**src/rtl/regfile_rd_port_if.sv**
```systemverilog
// Operand-issue bus for regfile_rd_port.
// Groups three channels:
//   request  : req_valid/req_ready, req_rs1/req_rs2/req_rd, req_alloc
//   packet   : pkt_valid/pkt_ready, rs1_val/rs2_val
//   writeback: wb_valid, wb_addr, wb_data
// The master modport is the issuing/ALU side. The slave modport is the register file.
interface regfile_rd_port_if #(
  parameter int unsigned XLEN = 32,
  parameter int unsigned AW   = 5
);
  logic            req_valid;
  logic            req_ready;
  logic [AW-1:0]   req_rs1;
  logic [AW-1:0]   req_rs2;
  logic [AW-1:0]   req_rd;
  logic            req_alloc;
  logic            pkt_valid;
  logic            pkt_ready;
  logic [XLEN-1:0] rs1_val;
  logic [XLEN-1:0] rs2_val;
  logic            wb_valid;
  logic [AW-1:0]   wb_addr;
  logic [XLEN-1:0] wb_data;

  modport master (
    output req_valid, req_rs1, req_rs2, req_rd, req_alloc,
    output pkt_ready,
    output wb_valid, wb_addr, wb_data,
    input  req_ready, pkt_valid, rs1_val, rs2_val
  );

  modport slave (
    input  req_valid, req_rs1, req_rs2, req_rd, req_alloc,
    input  pkt_ready,
    input  wb_valid, wb_addr, wb_data,
    output req_ready, pkt_valid, rs1_val, rs2_val
  );
endinterface

```
**src/rtl/regfile_rd_port.sv**
```systemverilog
// Integer register file and operand-issue stage.
// It holds x0..x31 (x0 reads as zero) and has one writeback port. A pending-bit
// scoreboard stalls requests on RAW/WAW hazards. Operands leave through a
// registered valid/ready stage with 1-cycle latency.
// Ports:
//   clk, rst_n : clock (rising edge) and async active-low reset
//   bus        : request / operand packet / writeback channels (slave side)
//   pending    : scoreboard, bit i set while xi has an outstanding write
//   stall_cnt  : saturating count of cycles with req_valid & !req_ready
module regfile_rd_port #(
  parameter int unsigned XLEN  = 32,
  parameter int unsigned NREGS = 32,
  parameter int unsigned AW    = 5,
  parameter int unsigned CNT_W = 16
) (
  input  logic             clk,
  input  logic             rst_n,
  regfile_rd_port_if.slave bus,
  output logic [NREGS-1:0] pending,
  output logic [CNT_W-1:0] stall_cnt
);

  localparam logic [CNT_W-1:0] CNT_MAX = '1;
  localparam logic [AW-1:0]    ADDR_X0 = '0;

  logic [XLEN-1:0]  r_regs [NREGS];
  logic [NREGS-1:0] r_pending;
  logic             r_pkt_valid;
  logic [XLEN-1:0]  r_rs1_val;
  logic [XLEN-1:0]  r_rs2_val;
  logic [CNT_W-1:0] r_stall_cnt;

  logic             w_clr_rs1;
  logic             w_clr_rs2;
  logic             w_clr_rd;
  logic             w_hazard;
  logic             w_ready;
  logic             w_accept;
  logic             w_wr_en;
  logic [XLEN-1:0]  w_rs1_op;
  logic [XLEN-1:0]  w_rs2_op;
  logic [NREGS-1:0] w_pending_nxt;

  // Writebacks this cycle clear a pending source, so they do not cause a stall.
  assign w_clr_rs1 = bus.wb_valid && (bus.wb_addr == bus.req_rs1);
  assign w_clr_rs2 = bus.wb_valid && (bus.wb_addr == bus.req_rs2);
  assign w_clr_rd  = bus.wb_valid && (bus.wb_addr == bus.req_rd);

  assign w_hazard = (r_pending[bus.req_rs1] && !w_clr_rs1) ||
                    (r_pending[bus.req_rs2] && !w_clr_rs2) ||
                    (bus.req_alloc && r_pending[bus.req_rd] && !w_clr_rd);

  assign w_ready  = (!r_pkt_valid || bus.pkt_ready) && !w_hazard;
  assign w_accept = bus.req_valid && w_ready;
  assign w_wr_en  = bus.wb_valid && (bus.wb_addr != ADDR_X0);

  // Operand select: x0 is zero, then the same-cycle writeback bypass, then the array.
  always_comb begin
    w_rs1_op = r_regs[bus.req_rs1];
    w_rs2_op = r_regs[bus.req_rs2];
    if (bus.req_rs1 == ADDR_X0) w_rs1_op = '0;
    else if (w_clr_rs1)         w_rs1_op = bus.wb_data;
    if (bus.req_rs2 == ADDR_X0) w_rs2_op = '0;
    else if (w_clr_rs2)         w_rs2_op = bus.wb_data;
  end

  // Scoreboard update. The set is applied after the clear, so a set wins.
  always_comb begin
    w_pending_nxt = r_pending;
    if (w_wr_en) w_pending_nxt[bus.wb_addr] = 1'b0;
    if (w_accept && bus.req_alloc && (bus.req_rd != ADDR_X0))
      w_pending_nxt[bus.req_rd] = 1'b1;
  end

  // Register array. Index 0 is never written.
  always_ff @(posedge clk or negedge rst_n) begin
    if (!rst_n) begin
      for (int i = 0; i < int'(NREGS); i++) r_regs[i] <= '0;
    end else if (w_wr_en) begin
      r_regs[bus.wb_addr] <= bus.wb_data;
    end
  end

  always_ff @(posedge clk or negedge rst_n) begin
    if (!rst_n) r_pending <= '0;
    else        r_pending <= w_pending_nxt;
  end

  // Output stage: load on accept, drain on consume, otherwise hold stable.
  always_ff @(posedge clk or negedge rst_n) begin
    if (!rst_n) begin
      r_pkt_valid <= 1'b0;
      r_rs1_val   <= '0;
      r_rs2_val   <= '0;
    end else if (w_accept) begin
      r_pkt_valid <= 1'b1;
      r_rs1_val   <= w_rs1_op;
      r_rs2_val   <= w_rs2_op;
    end else if (bus.pkt_ready) begin
      r_pkt_valid <= 1'b0;
    end
  end

  // Saturating stall counter. Only reset clears it.
  always_ff @(posedge clk or negedge rst_n) begin
    if (!rst_n)
      r_stall_cnt <= '0;
    else if (bus.req_valid && !w_ready && (r_stall_cnt != CNT_MAX))
      r_stall_cnt <= r_stall_cnt + CNT_W'(1);
  end

  assign bus.req_ready = w_ready;
  assign bus.pkt_valid = r_pkt_valid;
  assign bus.rs1_val   = r_rs1_val;
  assign bus.rs2_val   = r_rs2_val;
  assign pending       = r_pending;
  assign stall_cnt     = r_stall_cnt;

endmodule

```
**src/flat_wrapper.sv**
```systemverilog
// flat-port wrapper written by rule: the top's interface ports become plain ports
module regfile_rd_port_flat 
#(
  parameter int unsigned XLEN  = 32,
  parameter int unsigned NREGS = 32,
  parameter int unsigned AW    = 5,
  parameter int unsigned CNT_W = 16
)
  (clk, rst_n, pending, stall_cnt, bus_req_valid, bus_req_rs1, bus_req_rs2, bus_req_rd, bus_req_alloc, bus_pkt_ready, bus_wb_valid, bus_wb_addr, bus_wb_data, bus_req_ready, bus_pkt_valid, bus_rs1_val, bus_rs2_val);
  regfile_rd_port_if #(.XLEN(XLEN), .AW(AW)) bus_i ();
  input  logic clk;
  input  logic rst_n;
  output logic [NREGS-1:0] pending;
  output logic [CNT_W-1:0] stall_cnt;
  input wire logic [$bits(bus_i.req_valid)-1:0] bus_req_valid;
  input wire logic [$bits(bus_i.req_rs1)-1:0] bus_req_rs1;
  input wire logic [$bits(bus_i.req_rs2)-1:0] bus_req_rs2;
  input wire logic [$bits(bus_i.req_rd)-1:0] bus_req_rd;
  input wire logic [$bits(bus_i.req_alloc)-1:0] bus_req_alloc;
  input wire logic [$bits(bus_i.pkt_ready)-1:0] bus_pkt_ready;
  input wire logic [$bits(bus_i.wb_valid)-1:0] bus_wb_valid;
  input wire logic [$bits(bus_i.wb_addr)-1:0] bus_wb_addr;
  input wire logic [$bits(bus_i.wb_data)-1:0] bus_wb_data;
  output wire logic [$bits(bus_i.req_ready)-1:0] bus_req_ready;
  output wire logic [$bits(bus_i.pkt_valid)-1:0] bus_pkt_valid;
  output wire logic [$bits(bus_i.rs1_val)-1:0] bus_rs1_val;
  output wire logic [$bits(bus_i.rs2_val)-1:0] bus_rs2_val;
  assign bus_i.req_valid = bus_req_valid;
  assign bus_i.req_rs1 = bus_req_rs1;
  assign bus_i.req_rs2 = bus_req_rs2;
  assign bus_i.req_rd = bus_req_rd;
  assign bus_i.req_alloc = bus_req_alloc;
  assign bus_i.pkt_ready = bus_pkt_ready;
  assign bus_i.wb_valid = bus_wb_valid;
  assign bus_i.wb_addr = bus_wb_addr;
  assign bus_i.wb_data = bus_wb_data;
  assign bus_req_ready = bus_i.req_ready;
  assign bus_pkt_valid = bus_i.pkt_valid;
  assign bus_rs1_val = bus_i.rs1_val;
  assign bus_rs2_val = bus_i.rs2_val;
  regfile_rd_port #(.XLEN(XLEN), .NREGS(NREGS), .AW(AW), .CNT_W(CNT_W)) u_core (.clk(clk), .rst_n(rst_n), .bus(bus_i), .pending(pending), .stall_cnt(stall_cnt));
endmodule
```
**config.mk**
```make
export PLATFORM = sky130hd
export DESIGN_NAME = regfile_rd_port_flat
export DESIGN_NICKNAME = d
export VERILOG_FILES = /design/src/rtl/regfile_rd_port_if.sv /design/src/rtl/regfile_rd_port.sv /design/src/flat_wrapper.sv
export SDC_FILE = /design/constraint.sdc
export NUM_CORES = 2
export LEC_CHECK = 0
export CORE_UTILIZATION = 45
export DETAILED_ROUTE_END_ITERATION = 10
export PLACE_DENSITY = 0.69
export REMOVE_ABC_BUFFERS = 1
export SYNTH_ARGS = -nofsm -noshare
export SYNTH_HDL_FRONTEND = slang
export SYNTH_SLANG_ARGS = --single-unit
```
**constraint.sdc**
```tcl
create_clock -name clk -period 6.35 [get_ports clk]
set_input_delay 1.27 -clock clk [delete_from_list [all_inputs] [get_ports clk]]
set_output_delay 1.27 -clock clk [all_outputs]
set_load 0.1 [all_outputs]
```
==> impl_results.html <==
<table>
<tr><th>Metric</th><th>Value</th></tr>
<tr><th colspan="2">Outcome</th></tr>
<tr><td>Run status</td><td>finished clean</td></tr>
<tr><th colspan="2">STA</th></tr>
<tr><td>Unrepaired setup endpoints after global routing</td><td>no</td></tr>
<tr><td>Timing-limited maximum frequency</td><td>187.9 MHz</td></tr>
<tr><td>Fin. Hold Viols</td><td>0</td></tr>
<tr><td>Final worst path period share</td><td>0.8382</td></tr>
<tr><td>Clock period minus worst slack</td><td>5.323 ns</td></tr>
<tr><td>Headroom to the max-slew limit</td><td>0.1594</td></tr>
<tr><td>Final hold slack</td><td>0.3940 ns</td></tr>
<tr><td>Least-Margin Pin Slew</td><td>1.258 ns</td></tr>
<tr><td>Max-slew violation total from the final report</td><td>0</td></tr>
<tr><td>Final setup violation count</td><td>0</td></tr>
<tr><td>Setup Skew</td><td>0.02539 ns</td></tr>
<tr><td>PnR worst setup slack</td><td>1.027 ns</td></tr>
<tr><th colspan="2">Clock tree</th></tr>
<tr><td>Buffer depth of the longest clock path</td><td>3</td></tr>
<tr><td>Clock latency on the worst-skew pair</td><td>0.72 ns</td></tr>
<tr><td>Post-CTS setup buffers</td><td>0</td></tr>
<tr><td>Maximum level of the CTS H-tree</td><td>3</td></tr>
<tr><td>Clock slew at reported path FFs</td><td>0.06 ns</td></tr>
<tr><td>Buffer cell driving the clock tree root</td><td>sky130_fd_sc_hd__clkbuf_16</td></tr>
<tr><td>Number of instances resized during post-cts repair</td><td>0</td></tr>
<tr><td>TritonCTS clock tree</td><td>yes</td></tr>
<tr><td>Total number of clock tree sinks</td><td>1137</td></tr>
<tr><td>Number of clock buffers inserted by TritonCTS</td><td>117</td></tr>
<tr><td>Count of hold-fix buffers inserted at cts</td><td>0</td></tr>
<tr><th colspan="2">Logic synthesis</th></tr>
<tr><td>Synthesized area</td><td>60010 um2</td></tr>
<tr><td>Flip-flop cell with the highest count after synthesis</td><td>sky130_fd_sc_hd__dfrtp_1</td></tr>
<tr><td>Top post-synthesis cells by area</td><td>sky130_fd_sc_hd__dfrtp_1, sky130_fd_sc_hd__mux4_2, sky130_fd_sc_hd__mux2_2</td></tr>
<tr><td>Avg Inst Size Synth</td><td>15.14 um2</td></tr>
<tr><td>Share of synthesized flip-flops with an asynchronous set or reset</td><td>1.000</td></tr>
<tr><td>Top-area cell type share of the netlist area</td><td>0.4741</td></tr>
<tr><td>Cell count after synthesis</td><td>3964</td></tr>
<tr><td>Post-synthesis cell type with the largest combined area</td><td>sky130_fd_sc_hd__dfrtp_1</td></tr>
<tr><td>Number of enable-type register cells in the synthesized netlist</td><td>0</td></tr>
<tr><td>Number of warning messages in the yosys log</td><td>0</td></tr>
<tr><td>Share of synthesized area occupied by flip-flops and latches</td><td>0.4741</td></tr>
<tr><td>Yosys cell types</td><td>57</td></tr>
<tr><td>#FFs+latches synth</td><td>1137</td></tr>
<tr><th colspan="2">Drt</th></tr>
<tr><td>Residual antenna-violating net count after detailed routing</td><td>0</td></tr>
<tr><td>Number of search-and-repair iterations in the first detailed-routing pass</td><td>7</td></tr>
<tr><td>Total DRC errors in the routed layout</td><td>0</td></tr>
<tr><td>Vias</td><td>37.78k</td></tr>
<tr><td>DR iter-0 viols</td><td>3479</td></tr>
<tr><td>Final WL</td><td>181200 um</td></tr>
<tr><td>Mean number of vias per cell</td><td>6.568</td></tr>
<tr><td>DR WL/cell</td><td>31.50 um</td></tr>
<tr><th colspan="2">Global route</th></tr>
<tr><td>Pin count of the biggest net entering global routing</td><td>149</td></tr>
<tr><td>Remaining global-route overflow</td><td>0</td></tr>
<tr><td>Wire length of the first global-routing pass</td><td>269200 um</td></tr>
<tr><td>Initial antenna violation count</td><td>7</td></tr>
<tr><td>Total routing usage reported by global routing</td><td>0.2703</td></tr>
<tr><td>Number of global-route vias before repair</td><td>38.95k</td></tr>
<tr><th colspan="2">Worst setup path</th></tr>
<tr><td>Depth of the worst register-to-register path</td><td>8</td></tr>
<tr><td>Startpoint Class</td><td>input port</td></tr>
<tr><td>Worst path buffer plus inverter count</td><td>2</td></tr>
<tr><td>Critical Path Source</td><td>bus_req_rd[1]</td></tr>
<tr><td>Maximum fanout along the worst path</td><td>16</td></tr>
<tr><td>Top cell family by delay on the critical path</td><td>buffers and inverters</td></tr>
<tr><td>Worst Path Arrival</td><td>4.05 ns</td></tr>
<tr><td>Worst path max stage delay</td><td>1.08 ns</td></tr>
<tr><td>Required arrival time at the worst endpoint</td><td>5.08 ns</td></tr>
<tr><td>Endpoint type of the worst setup path</td><td>output pin</td></tr>
<tr><td>Master of the slowest instance on the critical path</td><td>sky130_fd_sc_hd__clkdlybuf4s50_1</td></tr>
<tr><td>Chain of cells forming the critical path</td><td>clkdlybuf4s50_1 -&gt; mux2i_1 -&gt; o22ai_1 -&gt; nor4_1 -&gt; o2111ai_1 -&gt; a211oi_2 -&gt; buf_12</td></tr>
<tr><td>Type of the worst setup path</td><td>input port to output pin</td></tr>
<tr><td>Startpoint of the lowest-slack register-to-register path</td><td>u_core.pending[11]$_DFF_PN0_</td></tr>
<tr><td>Number of cells on the critical path</td><td>7</td></tr>
<tr><th colspan="2">Floorplan</th></tr>
<tr><td>Area of the die</td><td>134800 um2</td></tr>
<tr><td>Die span in y</td><td>367.2 um</td></tr>
<tr><td>X dimension of the die</td><td>367.2 um</td></tr>
<tr><td>Row count</td><td>133</td></tr>
<tr><td>Starting density of the core</td><td>0.4548</td></tr>
<tr><td>Ports placed on the boundary</td><td>172</td></tr>
<tr><td>Core ar.</td><td>132000 um2</td></tr>
<tr><th colspan="2">Min path</th></tr>
<tr><td>Class of the most critical hold timing path</td><td>flip-flop to flip-flop</td></tr>
<tr><td>Hold Crit Depth</td><td>0</td></tr>
<tr><td>Beginning of the worst hold path</td><td>u_core.r_regs[1007]$_DFFE_PN0P_</td></tr>
<tr><th colspan="2">Layout</th></tr>
<tr><td>Most frequent cells in the layout</td><td>sky130_fd_sc_hd__dfrtp_1, sky130_fd_sc_hd__mux2_2, sky130_fd_sc_hd__mux4_2</td></tr>
<tr><td>Layout cells sized above 1</td><td>0.4922</td></tr>
<tr><td>Final Net Count</td><td>3958</td></tr>
<tr><td>P&amp;R area growth vs syn</td><td>12.15%</td></tr>
<tr><td>Most common library cell in the layout ignoring fill and taps</td><td>sky130_fd_sc_hd__dfrtp_1</td></tr>
<tr><th colspan="2">Placement</th></tr>
<tr><td>DP HPWL</td><td>99500 um</td></tr>
<tr><td>Worst slack after detailed placement</td><td>1.212 ns</td></tr>
<tr><td>Port bufs</td><td>171</td></tr>
<tr><td>Routability congestion estimate from global placement</td><td>0.8640</td></tr>
<tr><th colspan="2">Power and ir drop</th></tr>
<tr><td>Pwr dens</td><td>341.3 nW/um2</td></tr>
<tr><td>Worst-case vdd ir drop</td><td>0.2282 mV</td></tr>
<tr><td>LEAKAGE</td><td>28.69 nW</td></tr>
<tr><th colspan="2">Job</th></tr>
<tr><td>Max-cap violations</td><td>0</td></tr>
</table>
==> stage by stage <==
stage,cells,total power [W],setup TNS (ns),util,instance area (um2)
finish,5752,0.02297,0,0.5100,67300
global route,5751,0.02386,0,0.5100,67300
CTS,5751,0.02307,0,0.5100,67300
detailed placement,5535,0.01588,0,0.4798,63320
global placement,5535,0.01570,0,0.4798,63320
floorplan,3505,0.01393,-2.993,-,58130
==> path summary, 6_finish.rpt <==
| check | end | slack [ns] |
|---|---|---|
| min in group asynchronous | u_core.r_regs[211]$_DFFE_PN0P_ | 0.65 |
| worst min-delay path | u_core.r_regs[1007]$_DFFE_PN0P_ | 0.39 |
| worst max register to register | u_core.pending[1]$_DFF_PN0_ | 2.91 |
| worst max-delay path | bus_req_ready | 1.03 |
| max in group asynchronous | u_core.r_regs[625]$_DFFE_PN0P_ | 4.28 |
| worst min register to register | u_core.r_regs[1007]$_DFFE_PN0P_ | 0.39 |
==> cell families (layout without fill, tap and decap cells) <==
group                      after synthesis  count (layout)  share of synthesized area
AOI/OAI and AO/OA                      289             289                    0.03400
xor gates and xnor gates                28              28                   0.004086
adders and majority gates                1               1                  0.0002085
buffers and inverters                  469             501                    0.03209
DFF                                   1137            1137                     0.4741
muxes                                 1741            1741                     0.4321
other                                    0               1                          0
and+or+nand+nor                        299             299                    0.02339
==> synthesized netlist by cell type (6+ instances only) <==
cell type,instances
sky130_fd_sc_hd__buf_4,12
sky130_fd_sc_hd__or2_2,6
sky130_fd_sc_hd__a211oi_1,26
sky130_fd_sc_hd__clkbuf_1,305
sky130_fd_sc_hd__mux2i_1,135
sky130_fd_sc_hd__or3_1,6
sky130_fd_sc_hd__o21ai_2,8
sky130_fd_sc_hd__a21oi_1,31
sky130_fd_sc_hd__nor2b_1,16
sky130_fd_sc_hd__mux2_2,1028
sky130_fd_sc_hd__nor4_1,7
sky130_fd_sc_hd__o22ai_1,31
sky130_fd_sc_hd__a221oi_1,13
sky130_fd_sc_hd__buf_1,61
sky130_fd_sc_hd__nand2b_1,9
sky130_fd_sc_hd__nor3_1,29
sky130_fd_sc_hd__o21ai_0,50
sky130_fd_sc_hd__o41ai_1,15
sky130_fd_sc_hd__and3_1,6
sky130_fd_sc_hd__buf_2,78
sky130_fd_sc_hd__mux4_2,577
sky130_fd_sc_hd__nand2_1,136
sky130_fd_sc_hd__o31ai_1,61
sky130_fd_sc_hd__nand3_1,12
sky130_fd_sc_hd__inv_1,10
sky130_fd_sc_hd__nor2_1,47
sky130_fd_sc_hd__a211o_1,9
sky130_fd_sc_hd__dfrtp_1,1137
sky130_fd_sc_hd__xor2_1,20
sky130_fd_sc_hd__o221ai_1,15
sky130_fd_sc_hd__a221o_1,9
sky130_fd_sc_hd__xnor2_1,8
sky130_fd_sc_hd__o21ai_1,7
==> power breakdown <==
part | internal, W | switching (W)
clock | 0.00418 | 0.00299
combinational | 0.00288 | 0.00315
sequential | 0.00868 | 0.00109
total | 0.0157 | 0.00723
==> routing by layer <==
layer	wire (um)	global-route usage	part of all wire	vias to the layer above
li1	-	-	-	15190
met5	27	0	0.00015	-
met3	13950	0.05624	0.077	432
met1	72570	0.3601	0.40	20530
met2	86260	0.4291	0.48	1622
met4	8385	0.1175	0.046	4
==> final cells by class <==
class / instances / area, um2
Antenna cell: 1 / 2.502
Clock buffer: 182 / 3545
Clock inverter: 34 / 435.4
Fill cell: 10880 / 64660
Inverter: 10 / 40.04
Multi-Input combinational cell: 2358 / 29870
Sequential cell: 1137 / 28450
Tap cell: 1755 / 2196
Timing Repair Buffer: 275 / 2760
==> registers in the layout, indices dropped and copies added (netlist names) <==
name,flops
u_core.stall_cnt,16
u_core.pending,32
u_core.bus.pkt_valid,1
u_core.r_regs,1024
u_core.bus.rs2_val,32
u_core.bus.rs1_val,32
==> worst reg2reg max path: stages (launching register included) <==
cell	delay, ns
sky130_fd_sc_hd__dfrtp_1	0.52
sky130_fd_sc_hd__mux4_2	0.52
sky130_fd_sc_hd__o22ai_1	0.17
sky130_fd_sc_hd__o21ai_0	0.12
sky130_fd_sc_hd__and4b_1	0.28
sky130_fd_sc_hd__a2111o_2	0.45
sky130_fd_sc_hd__buf_4	0.30
sky130_fd_sc_hd__or4b_1	0.78
sky130_fd_sc_hd__o21ai_2	0.22
Power figures use the tool's default switching activity.
